--- config.mk ---
export PLATFORM = sky130hd
export DESIGN_NAME = pwm_duty_feeder
export DESIGN_NICKNAME = d
export VERILOG_FILES = /design/src/rtl/pwm_duty_feeder.sv
export SDC_FILE = /design/constraint.sdc
export NUM_CORES = 1
export LEC_CHECK = 0
export BUFFER_PORTS_ARGS = -buffer_cell sky130_fd_sc_hd__buf_4
export CORE_UTILIZATION = 45
export CTS_BUF_LIST = sky130_fd_sc_hd__clkbuf_4
export CTS_CLUSTER_SIZE = 20
export DETAILED_ROUTE_END_ITERATION = 7
export SYNTH_ARGS = -nofsm -noshare
export SYNTH_HDL_FRONTEND = slang
export SYNTH_SLANG_ARGS = --single-unit
--- constraint.sdc ---
create_clock -name clk -period 4.5 [get_ports clk]
set_input_delay 0.9 -clock clk [delete_from_list [all_inputs] [get_ports clk]]
set_output_delay 0.9 -clock clk [all_outputs]
set_load 0.1 [all_outputs]
--- src/rtl/pwm_duty_feeder.sv ---
// Sample FIFO and duty-word generator feeding the PWM_MarkI Dato input on period boundaries.
// Optional build macro DUTY_HOLD_ON_UNDERRUN_EN: keep the last duty word (no load pulse) on an underrun tick.
module pwm_duty_feeder #(
    parameter int DATA_W      = 22,
    parameter int FIFO_DEPTH  = 8,
    parameter int PRIME_LEVEL = 4,
    parameter int DUTY_MAX    = 4194303
) (
    input  logic                          clk,
    input  logic                          reset,
    input  logic [DATA_W-1:0]             sample_in,
    input  logic                          sample_valid,
    output logic                          sample_ready,
    input  logic                          period_tick,
    output logic [DATA_W-1:0]             duty,
    output logic                          duty_load,
    output logic                          underrun,
    input  logic                          clear_underrun,
    output logic [$clog2(FIFO_DEPTH):0]   fifo_level
);

    localparam int AW = $clog2(FIFO_DEPTH);
    localparam logic [AW:0]       FULL_LVL  = (AW+1)'(FIFO_DEPTH);
    localparam logic [AW:0]       PRIME_LVL = (AW+1)'(PRIME_LEVEL);
    localparam logic [DATA_W-1:0] DMAX      = DATA_W'(DUTY_MAX);
    localparam logic [DATA_W-1:0] HALF      = {1'b1, {(DATA_W-1){1'b0}}};
    localparam logic [DATA_W-1:0] MIDSCALE  = (HALF > DMAX) ? DMAX : HALF;

`ifdef DUTY_HOLD_ON_UNDERRUN_EN
    localparam bit HOLD_ON_UNDERRUN = 1'b1;
`else
    localparam bit HOLD_ON_UNDERRUN = 1'b0;
`endif

    localparam logic [1:0] ST_PRIME   = 2'd0;
    localparam logic [1:0] ST_RUN     = 2'd1;
    localparam logic [1:0] ST_STARVED = 2'd2;

    logic [DATA_W-1:0] mem [FIFO_DEPTH];
    logic [AW-1:0]     wr_ptr;
    logic [AW-1:0]     rd_ptr;
    logic [1:0]        state;
    logic              push;
    logic              pop;
    logic              starve_evt;
    logic              primed;
    logic [DATA_W-1:0] head;
    logic [DATA_W-1:0] offset;
    logic [DATA_W-1:0] duty_next;

    assign sample_ready = (fifo_level != FULL_LVL);
    assign push         = sample_valid && sample_ready;
    assign pop          = (state == ST_RUN) && period_tick && (fifo_level != '0);
    assign starve_evt   = (state == ST_RUN) && period_tick && (fifo_level == '0);
    assign primed       = (fifo_level >= PRIME_LVL);

    // Signed sample becomes offset binary by flipping the MSB, then clamps to DUTY_MAX.
    assign head      = mem[rd_ptr];
    assign offset    = {~head[DATA_W-1], head[DATA_W-2:0]};
    assign duty_next = (offset > DMAX) ? DMAX : offset;

    // Storage needs no reset: the pointers and level define which entries are live.
    always_ff @(posedge clk) begin
        if (push) begin
            mem[wr_ptr] <= sample_in;
        end
    end

    always_ff @(posedge clk or posedge reset) begin
        if (reset) begin
            wr_ptr     <= '0;
            rd_ptr     <= '0;
            fifo_level <= '0;
        end else begin
            if (push) begin
                wr_ptr <= wr_ptr + AW'(1);
            end
            if (pop) begin
                rd_ptr <= rd_ptr + AW'(1);
            end
            case ({push, pop})
                2'b10:   fifo_level <= fifo_level + 1'b1;
                2'b01:   fifo_level <= fifo_level - 1'b1;
                default: fifo_level <= fifo_level;
            endcase
        end
    end

    always_ff @(posedge clk or posedge reset) begin
        if (reset) begin
            state <= ST_PRIME;
        end else begin
            case (state)
                ST_PRIME, ST_STARVED: if (primed) state <= ST_RUN;
                ST_RUN:               if (starve_evt) state <= ST_STARVED;
                default:              state <= ST_PRIME;
            endcase
        end
    end

    always_ff @(posedge clk or posedge reset) begin
        if (reset) begin
            duty      <= MIDSCALE;
            duty_load <= 1'b0;
        end else begin
            duty_load <= 1'b0;
            if (pop) begin
                duty      <= duty_next;
                duty_load <= 1'b1;
            end else if (starve_evt && !HOLD_ON_UNDERRUN) begin
                duty      <= MIDSCALE;
                duty_load <= 1'b1;
            end
        end
    end

    // A new underrun in the same cycle as a clear request keeps the flag set.
    always_ff @(posedge clk or posedge reset) begin
        if (reset) begin
            underrun <= 1'b0;
        end else if (starve_evt) begin
            underrun <= 1'b1;
        end else if (clear_underrun) begin
            underrun <= 1'b0;
        end
    end

endmodule

==> summary.txt, run 1 <==
GRT
  – Initial antenna violation count: 1
  – Largest net degree at the start of global routing: 42
  – GRT Total Usage: 19.1%
  – Global-route wire length before repair: 26000 um
  – Grt total ovfl: 0
  – Vias in the first global route: 4751

Run
  – MaxCap Viol Count: 0

Clock tree
  – CTS tree: done
  – Max clock buf depth: 3
  – Clock tree sinks: 212
  – Cts hold-fix bufs: 0
  – Worst-path clk slew: 60 ps
  – Insertion delay to the later sink of the worst-skew pair: 650 ps
  – CTS root buf: clkbuf_4
  – H-tree levels: 2
  – Post-cts gate resize count: 0
  – Total CTS buffers: 53
  – Setup Buffers After CTS: 0

STA
  – Period Utilization, post-route: 67.4%
  – Highest clock rate: 0.330 GHz
  – Post-Route Skew: 29.1 ps
  – TNS Setup: 0 ps
  – Tmin final: 3030 ps
  – Unrepaired setup endpoints after global routing: false
  – # setup viols final: 0
  – Relative slew margins: 38.2%
  – Final max-slew violation count: 0
  – Worst slew pin tran: 928 ps
  – Final hold slack: 403 ps
  – Final hold violations: 0

Setup path
  – Crit path capture type: output port
  – Reg-to-reg slack, setup: 1600 ps
  – CP Cell Sequence: or4b_1 -> buf_4
  – CP max stage delay: 710 ps
  – Slowest cell on crit path: or4b_1
  – Worst endpoint required time: 3600 ps
  – Critical path class: flop to output port
  – Critical path startpoint category: flop
  – Worst EP arrival: 2130 ps
  – CP max FO: 6

Die
  – # rows: 49
  – # IOs: 56
  – Die W: 138 um
  – Full die area: 19000 um2
  – Initial Util: 46.0%
  – Placeable Area: 18000 um2
  – Die Y: 138 um

Routing
  – Highest metal used: met4
  – Drt drc: 0
  – Detailed-route via count: 4478
  – Wire length on met3: 885 um
  – Antenna Nets Post-Route: 0
  – Met1 WL: 7160 um
  – DR vias/cell: 5.37
  – Initial DRC count: 278
  – DR WL/cell: 20.4 um
  – Routed wl met2: 8680 um
  – WL final: 17000 um
  – Pre-antenna DRT Iters: 4

Synth
  – Top_reg_cell synth: edfxtp_1
  – Ys async rst share: 17.0%
  – Mapped Cells: 458
  – Most common cell in the synthesized netlist: edfxtp_1
  – Post-synth top area share: 63.7%
  – Biggest area consumer among synthesized cells: edfxtp_1
  – Post-synth EDFFs: 176
  – Post-synthesis cell type count: 38
  – Synth Register Bits: 212
  – Mapped Area: 8300 um2
  – Syn_area_per_cell: 18.1 um2
  – Synth cell count leaders: edfxtp_1, mux2_2, dfrtp_1
  – Synth area leaders: edfxtp_1, dfrtp_1, mux4_2
  – Register area share after synthesis: 74.6%
  – Syn_nets: 491
  – Yosys warns: 0

Placement
  – Routability cong.: 0.745
  – Detailed Place HPWL: 9480 um
  – Port buffer count: 55

Final layout
  – Final #Nets: 593
  – Layout cells sized above 1: 39.6%
  – Synth-to-Final Area Change: 17.1%

Power
  – NetSw: 2.83 mW
  – Pwr dens: 733 nW/um2
  – Peak supply drop: 0.776 mV
  – Switching share of power: 39.8%
  – Clock power frac: 22.5%
  – Static Leak: 3.46 nW
  – Sequential power share: 39.1%
  – Comb power frac: 38.4%
  – Internal power: 4.29 mW

Hold path
  – Worst min path class: input pin to asynchronous set/reset pin

Status
  – Status: complete, no violations
==> power by group through the flow <==
stage / sequential, mW / combinational, mW / clock, mW
floorplan: 3.60 / 1.32 / 0
global placement: 2.81 / 2.73 / 0
detailed placement: 2.84 / 2.78 / 0
CTS: 2.80 / 2.78 / 1.66
global route: 2.83 / 2.92 / 1.75
finish: 2.79 / 2.74 / 1.60
==> layout make-up <==
type	instances	area (um2)
diodes	1	2.50
clock buffers	87	653
clock inverters	12	45.0
fillers	1502	8310
inverters	9	33.8
multi-input cells	213	1970
flip-flops and latches	212	6190
well taps	229	287
repair buffers	71	533
==> cell usage in the layout, fill, tap and decap left out, types with 2 or more instances in the layout <==
| master | n |
|---|---|
| a211oi_1 | 2 |
| a21oi_1 | 4 |
| buf_4 | 71 |
| clkbuf_4 | 87 |
| clkinv_1 | 12 |
| dfrtp_1 | 33 |
| dfrtp_2 | 2 |
| edfxtp_1 | 176 |
| ha_1 | 5 |
| inv_1 | 8 |
| mux2_2 | 42 |
| mux4_2 | 22 |
| nand2_1 | 29 |
| nand2b_1 | 5 |
| nand3_1 | 3 |
| nor2_1 | 7 |
| nor2_2 | 2 |
| nor2b_1 | 18 |
| nor3_2 | 4 |
| o211ai_1 | 2 |
| o21ai_0 | 2 |
| o22ai_1 | 22 |
| o31ai_1 | 20 |
| or2_2 | 2 |
| or3_1 | 2 |
| xnor2_1 | 5 |
==> worst max-delay path, delay by kind of cell (launching register included) <==
family | cells | cell delay (ps)
buffers and inverters | 1 | 300
and+or+nand+nor | 1 | 710
DFF | 1 | 470
==> per-layer routing <==
metal  GRT usage, %  vias up
met4           8.27        0
met2           32.0      124
li1               -     2035
met3           3.72       29
met5              0        -
met1           24.1     2290
==> per-stage QoR <==
stage | power, mW | instances | util (%) | area, um2 | worst slack (ps)
6_report | 7.12 | 834 | 53.9 | 9710 | 1470
5_1_grt | 7.50 | 834 | 53.9 | 9710 | 1390
4_1_cts | 7.23 | 833 | 53.9 | 9710 | 1420
3_5_place_dp | 5.61 | 734 | 50.0 | 9010 | 1310
3_3_place_gp | 5.54 | 734 | 50.0 | 9010 | 1510
2_1_floorplan | 4.92 | 458 | - | 8300 | 292
==> cells by family after synthesis <==
kind of cell | share of synthesized area (%)
fa+ha+maj | 0.995
compound gates | 4.67
buf+inv | 2.16
xor+xnor | 0.633
simple gates | 4.99
mux | 12.0
flops | 74.6
==> state kept, by name (all words and copies together), names as in the netlist <==
signal / flops
duty_load: 1
wr_ptr: 3
underrun: 1
mem: 176
rd_ptr: 3
fifo_level: 4
state: 2
duty: 22
==> path summary, 6_finish.rpt <==
path / cells past startpoint / start / endpoint
worst max-delay path: 2 / fifo_level[0] / sample_ready
worst min-delay path: 3 / reset / state[1]
worst max register to register: 10 / fifo_level[3] / fifo_level[3]
worst min register to register: 2 / duty[13] / duty[13]
max in group asynchronous: 3 / reset / rd_ptr[1]
min in group clk: 2 / clear_underrun / underrun
Power figures use the tool's default switching activity.
==> run 2, diff against run 1 <==
==> constraint.sdc (replaced) <==
create_clock -name clk -period 2.6 [get_ports clk]
set_input_delay 0.52 -clock clk [delete_from_list [all_inputs] [get_ports clk]]
set_output_delay 0.52 -clock clk [all_outputs]
set_load 0.1 [all_outputs]
==> run 2 against run 1 <==
  * Die area is the same
  * Highest routed layer unchanged
  * Power increased by 74%
  * Sequential share of layout area decreased by 0.33 points
  * Global-route usage is 0.42 points lower
  * Worst setup slack lost 1400 ps
  * Clock skew up 3.1 ps
  * Flip-flop and latch count unchanged
==> summary.txt, run 2 (synthesized netlist as in run 1, its figures left out) <==
Clock tree
  – Max clock buf depth: 3
  – CTS root buf: clkbuf_4
  – Post-cts gate resize count: 0
  – CTS tree: done
  – Clock tree sinks: 212
  – Total CTS buffers: 54
  – Insertion delay to the later sink of the worst-skew pair: 650 ps
  – H-tree levels: 2
  – Worst-path clk slew: 60 ps

GRT
  – GRT Total Usage: 18.7%
  – Initial antenna violation count: 1
  – Largest net degree at the start of global routing: 37
  – Grt total ovfl: 0
  – Vias in the first global route: 4673
  – Global-route wire length before repair: 25700 um

Die
  – Die W: 138 um
  – # rows: 49
  – Initial Util: 46.0%
  – Placeable Area: 18000 um2
  – Die Y: 138 um
  – # IOs: 56
  – Full die area: 19000 um2

Setup path
  – Worst endpoint required time: 2080 ps
  – CP max FO: 5
  – CP max stage delay: 610 ps
  – CP Cell Sequence: or4b_4 -> buf_4
  – Worst EP arrival: 2020 ps
  – Slowest cell on crit path: or4b_4
  – Critical path class: flop to output port
  – Cell family with most CP delay: simple AND/OR/NAND/NOR gates
  – Crit path capture type: output port
  – Number of buffers and inverters on the critical path: 1
  – Critical path startpoint category: flop

Placement
  – Pre-CTS WS: 104 ps
  – Detailed Place HPWL: 9140 um
  – Port buffer count: 55
  – Routability cong.: 0.771

Final layout
  – Reg with most FFs: mem
  – Max FFs per register: 176
  – Layout cells sized above 1: 40.4%
  – Final #Nets: 596
  – Regs by FF count: mem (176), duty (22), fifo_level (4)
  – Commonest non-fill, non-tap cell in the layout: edfxtp_1
  – Most frequent cells in the layout: edfxtp_1, clkbuf_4, buf_4
  – Synth-to-Final Area Change: 18.0%

Routing
  – Antenna Nets Post-Route: 0
  – WL final: 16600 um
  – Initial DRC count: 218
  – Detailed-route via count: 4444
  – DR WL/cell: 20.0 um
  – DR vias/cell: 5.34
  – Pre-antenna DRT Iters: 5
  – Drt drc: 0

Status
  – Status: complete, no violations

STA
  – # setup viols final: 0
  – Final hold violations: 0
  – Worst slew pin tran: 564 ps
  – Period Utilization, post-route: 97.6%
  – Unrepaired setup endpoints after global routing: true
  – Final max-slew violation count: 0
  – Post-Route Skew: 32.1 ps
  – Relative slew margins: 62.4%
  – Final hold slack: 67.1 ps
  – Highest clock rate: 0.394 GHz
  – Tmin final: 2540 ps
  – Final worst setup slack: 61.9 ps

Power
  – Peak supply drop: 1.04 mV
  – Static Leak: 3.47 nW
  – Pwr dens: 1270 nW/um2

Hold path
  – Worst min path class: input pin to flop

Run
  – MaxCap Viol Count: 0
[run 2: changes by cell type in the layout (fill, tap and decap cells not counted), sizes merged]
cell         before  now
clkinvlp          0    1
inv               9   10
dlygate4sd3       0    1
clkbuf           87   81
buf              71   72
[run 2: path summary, 6_finish.rpt]
check / startpoint / to / slack [ps] / cells after the start
worst max-delay path: fifo_level[2] / sample_ready / 60 / 2
worst min-delay path: clear_underrun / underrun / 70 / 2
worst max register to register: fifo_level[2] / fifo_level[3] / 90 / 8
worst min register to register: state[1] / state[0] / 470 / 1
max in group asynchronous: reset / fifo_level[2] / 1590 / 4
min in group asynchronous: reset / duty[3] / 580 / 4
[run 2: final cells by class]
type	count	area [um2]
diodes	1	2.50
clock buffers	81	608
clock inverters	14	58.8
fillers	1509	8240
inverters	9	33.8
multi-input cells	213	2000
flip-flops and latches	212	6200
well taps	229	287
repair buffers	73	588
[run 2: repair_timing]
action / CTS / global route
hold buffers: 1 / 0
buffers inserted: 0 / 0
hold endpoints to repair: 2 / 0
setup endpoints to repair: 0 / 2
[run 2: power by group]
| group | internal, mW | switching [mW] |
|---|---|---|
| Sequential | 4.43 | 0.441 |
| Combinational | 1.61 | 3.26 |
| Clock | 1.41 | 1.26 |
[run 2: layer usage]
metal / global-route usage (%) / up-vias / share of wire, %
met5: 0 / - / 0
met2: 31.2 / 126 / 51
met3: 4.30 / 34 / 5.0
met4: 7.91 / 0 / 2.0
li1: - / 2032 / -
met1: 23.4 / 2252 / 42
[run 2: through the flow]
step                      power [mW]  utilization, %  std cells  TNS (ps)  area, um2
after floorplan                 8.64               -        458         0       8400
after global placement          9.75            50.5        735         0       9110
after detailed placement        9.87            50.5        735         0       9110
after CTS                       12.6            54.3        831         0       9780
after global routing            13.1            54.3        832     -7.95       9790
final                           12.4            54.3        832         0       9790
==> run 3, diff against run 2 <==
--- a/config.mk
+++ b/config.mk
@@ -10,6 +10,7 @@
 export CTS_BUF_LIST = sky130_fd_sc_hd__clkbuf_4
 export CTS_CLUSTER_SIZE = 20
 export DETAILED_ROUTE_END_ITERATION = 7
+export RECOVER_POWER = 25
 export SYNTH_ARGS = -nofsm -noshare
 export SYNTH_HDL_FRONTEND = slang
 export SYNTH_SLANG_ARGS = --single-unit
==> run 3 against run 2 <==
  * Highest routed layer unchanged
  * Maximum frequency is essentially flat
  * Sequential power is essentially flat
  * Critical path type unchanged
  * Clock skew shrank 0.50 ps
  * Largest cell class unchanged
  * Final cell count is the same
  * Via count grew 0.18%
==> summary.txt, run 3 (synthesized netlist as in run 1, its figures left out) <==
Setup path
  – Slowest cell on crit path: or4b_4
  – RR Endpoint: fifo_level[3]
  – Critical path startpoint category: flop
  – Cell family with most CP delay: simple AND/OR/NAND/NOR gates
  – Cell depth of the worst setup path: 2
  – Number of buffers and inverters on the critical path: 1
  – Crit path capture type: output port
  – Reg-to-reg slack, setup: 90 ps
  – Worst endpoint required time: 2080 ps
  – Worst Setup SP: fifo_level[2]
  – Critical path class: flop to output port
  – Worst Reg-to-Reg Cells: 8
  – CP max FO: 5
  – CP Cell Sequence: or4b_4 -> buf_4
  – CP Capture Point: sample_ready
  – CP max stage delay: 610 ps
  – Worst EP arrival: 2020 ps
  – Reg-to-Reg Start: fifo_level[2]

Placement
  – Port buffer count: 55
  – Dpl cell area: 9110 um2
  – Routability cong.: 0.771
  – Detailed Place HPWL: 9140 um

Routing
  – WL final: 16600 um
  – Routed wl met2: 8420 um
  – Antenna Nets Post-Route: 0
  – Initial DRC count: 227
  – Met1 WL: 7000 um
  – Pre-antenna DRT Iters: 4
  – Wire length on met3: 844 um
  – Highest metal used: met4
  – DR vias/cell: 5.35
  – Detailed-route via count: 4452
  – Drt drc: 0
  – DR WL/cell: 20.0 um

STA
  – Period Utilization, post-route: 97.7%
  – Post-Route Skew: 31.6 ps
  – Tmin final: 2540 ps
  – Unrepaired setup endpoints after global routing: true
  – Final hold violations: 0
  – Worst slew pin tran: 556 ps
  – Relative slew margins: 62.9%
  – Final max-slew violation count: 0
  – # setup viols final: 0
  – Highest clock rate: 0.394 GHz

Clock tree
  – CTS tree: done
  – Clock tree sinks: 212
  – Total CTS buffers: 54
  – Worst-path clk slew: 60 ps
  – Insertion delay to the later sink of the worst-skew pair: 650 ps
  – CTS root buf: clkbuf_4
  – Setup Buffers After CTS: 0
  – H-tree levels: 2
  – Max clock buf depth: 3

GRT
  – GRT Total Usage: 18.7%
  – Initial antenna violation count: 1
  – Largest net degree at the start of global routing: 37
  – Vias in the first global route: 4673
  – Global-route wire length before repair: 25700 um
  – Grt total ovfl: 0

Final layout
  – Synth-to-Final Area Change: 17.0%
  – Max FFs per register: 176
  – Final #Nets: 596
  – FF+latch area: 6200 um2
  – Most frequent cells in the layout: edfxtp_1, clkbuf_4, buf_4
  – Fillers: 1532
  – Layout cells sized above 1: 36.9%
  – Commonest non-fill, non-tap cell in the layout: edfxtp_1
  – Multi-input logic area: 2000 um2
  – Core Util, Final: 53.9%
  – Design Area, Final: 9710 um2
  – Reg with most FFs: mem
  – Regs by FF count: mem (176), duty (22), fifo_level (4)

Power
  – Pwr dens: 1280 nW/um2
  – Peak supply drop: 1.04 mV
  – Static Leak: 3.40 nW

Die
  – Die W: 138 um
  – # rows: 49
  – # IOs: 56
  – Placeable Area: 18000 um2
  – Full die area: 19000 um2
  – Die Y: 138 um
  – Initial Util: 46.0%

Run
  – MaxCap Viol Count: 0

Status
  – Status: complete, no violations

Hold path
  – Worst min path class: input pin to flop
==> run 3: cell count changes in the layout (fill, tap and decap cells not counted) <==
cell,delta
clkbuf_1,+21
buf_4,-21
==> run 3: power by group <==
group | internal (mW) | switching, mW | total (mW)
sequential | 4.43 | 0.442 | 4.87
clock | 1.41 | 1.26 | 2.67
combinational | 1.60 | 3.26 | 4.86
total | 7.44 | 4.96 | 12.4
==> run 3: cell type report <==
cell class | instances | area share, %
clock inverter | 14 | 0.606
clock buffer | 81 | 6.26
timing repair buffer | 73 | 5.25
inverter | 9 | 0.348
sequential | 212 | 63.9
multi-input combinational | 213 | 20.6
tap | 229 | 2.95
antenna | 1 | 0.0258
==> run 3: repair_timing <==
item	CTS	global route
gates resized for setup	0	0
hold buffers	1	0
setup endpoints to repair	0	2
hold endpoints to repair	2	0
==> run 3: worst min path at each step <==
stage                               from  endpoint  slack, ps  cells past startpoint
after floorplan                 state[1]  state[0]        440                      1
after global placement          state[1]  state[0]        450                      1
after detailed placement        state[1]  state[0]        470                      1
after CTS                 clear_underrun  underrun         30                      2
after global routing      clear_underrun  underrun         30                      2
final                     clear_underrun  underrun         70                      2
==> run 3: stage by stage <==
stage / worst slack, ps / TNS (ps) / total power, mW / std cells / hold slack (ps)
after floorplan: 9.65 / 0 / 8.64 / 458 / 436
after global placement: 274 / 0 / 9.75 / 735 / 447
after detailed placement: 104 / 0 / 9.87 / 735 / 468
after CTS: 11.1 / 0 / 12.6 / 831 / 27.7
after global routing: -6.45 / -7.95 / 13.1 / 832 / 29.2
final: 61.0 / 0 / 12.4 / 832 / 65.7
==> run 3: metal layers <==
metal	up-vias	GRT usage (%)
met5	-	0
met4	0	7.91
met3	36	4.30
met2	134	31.2
met1	2248	23.4
li1	2034	-
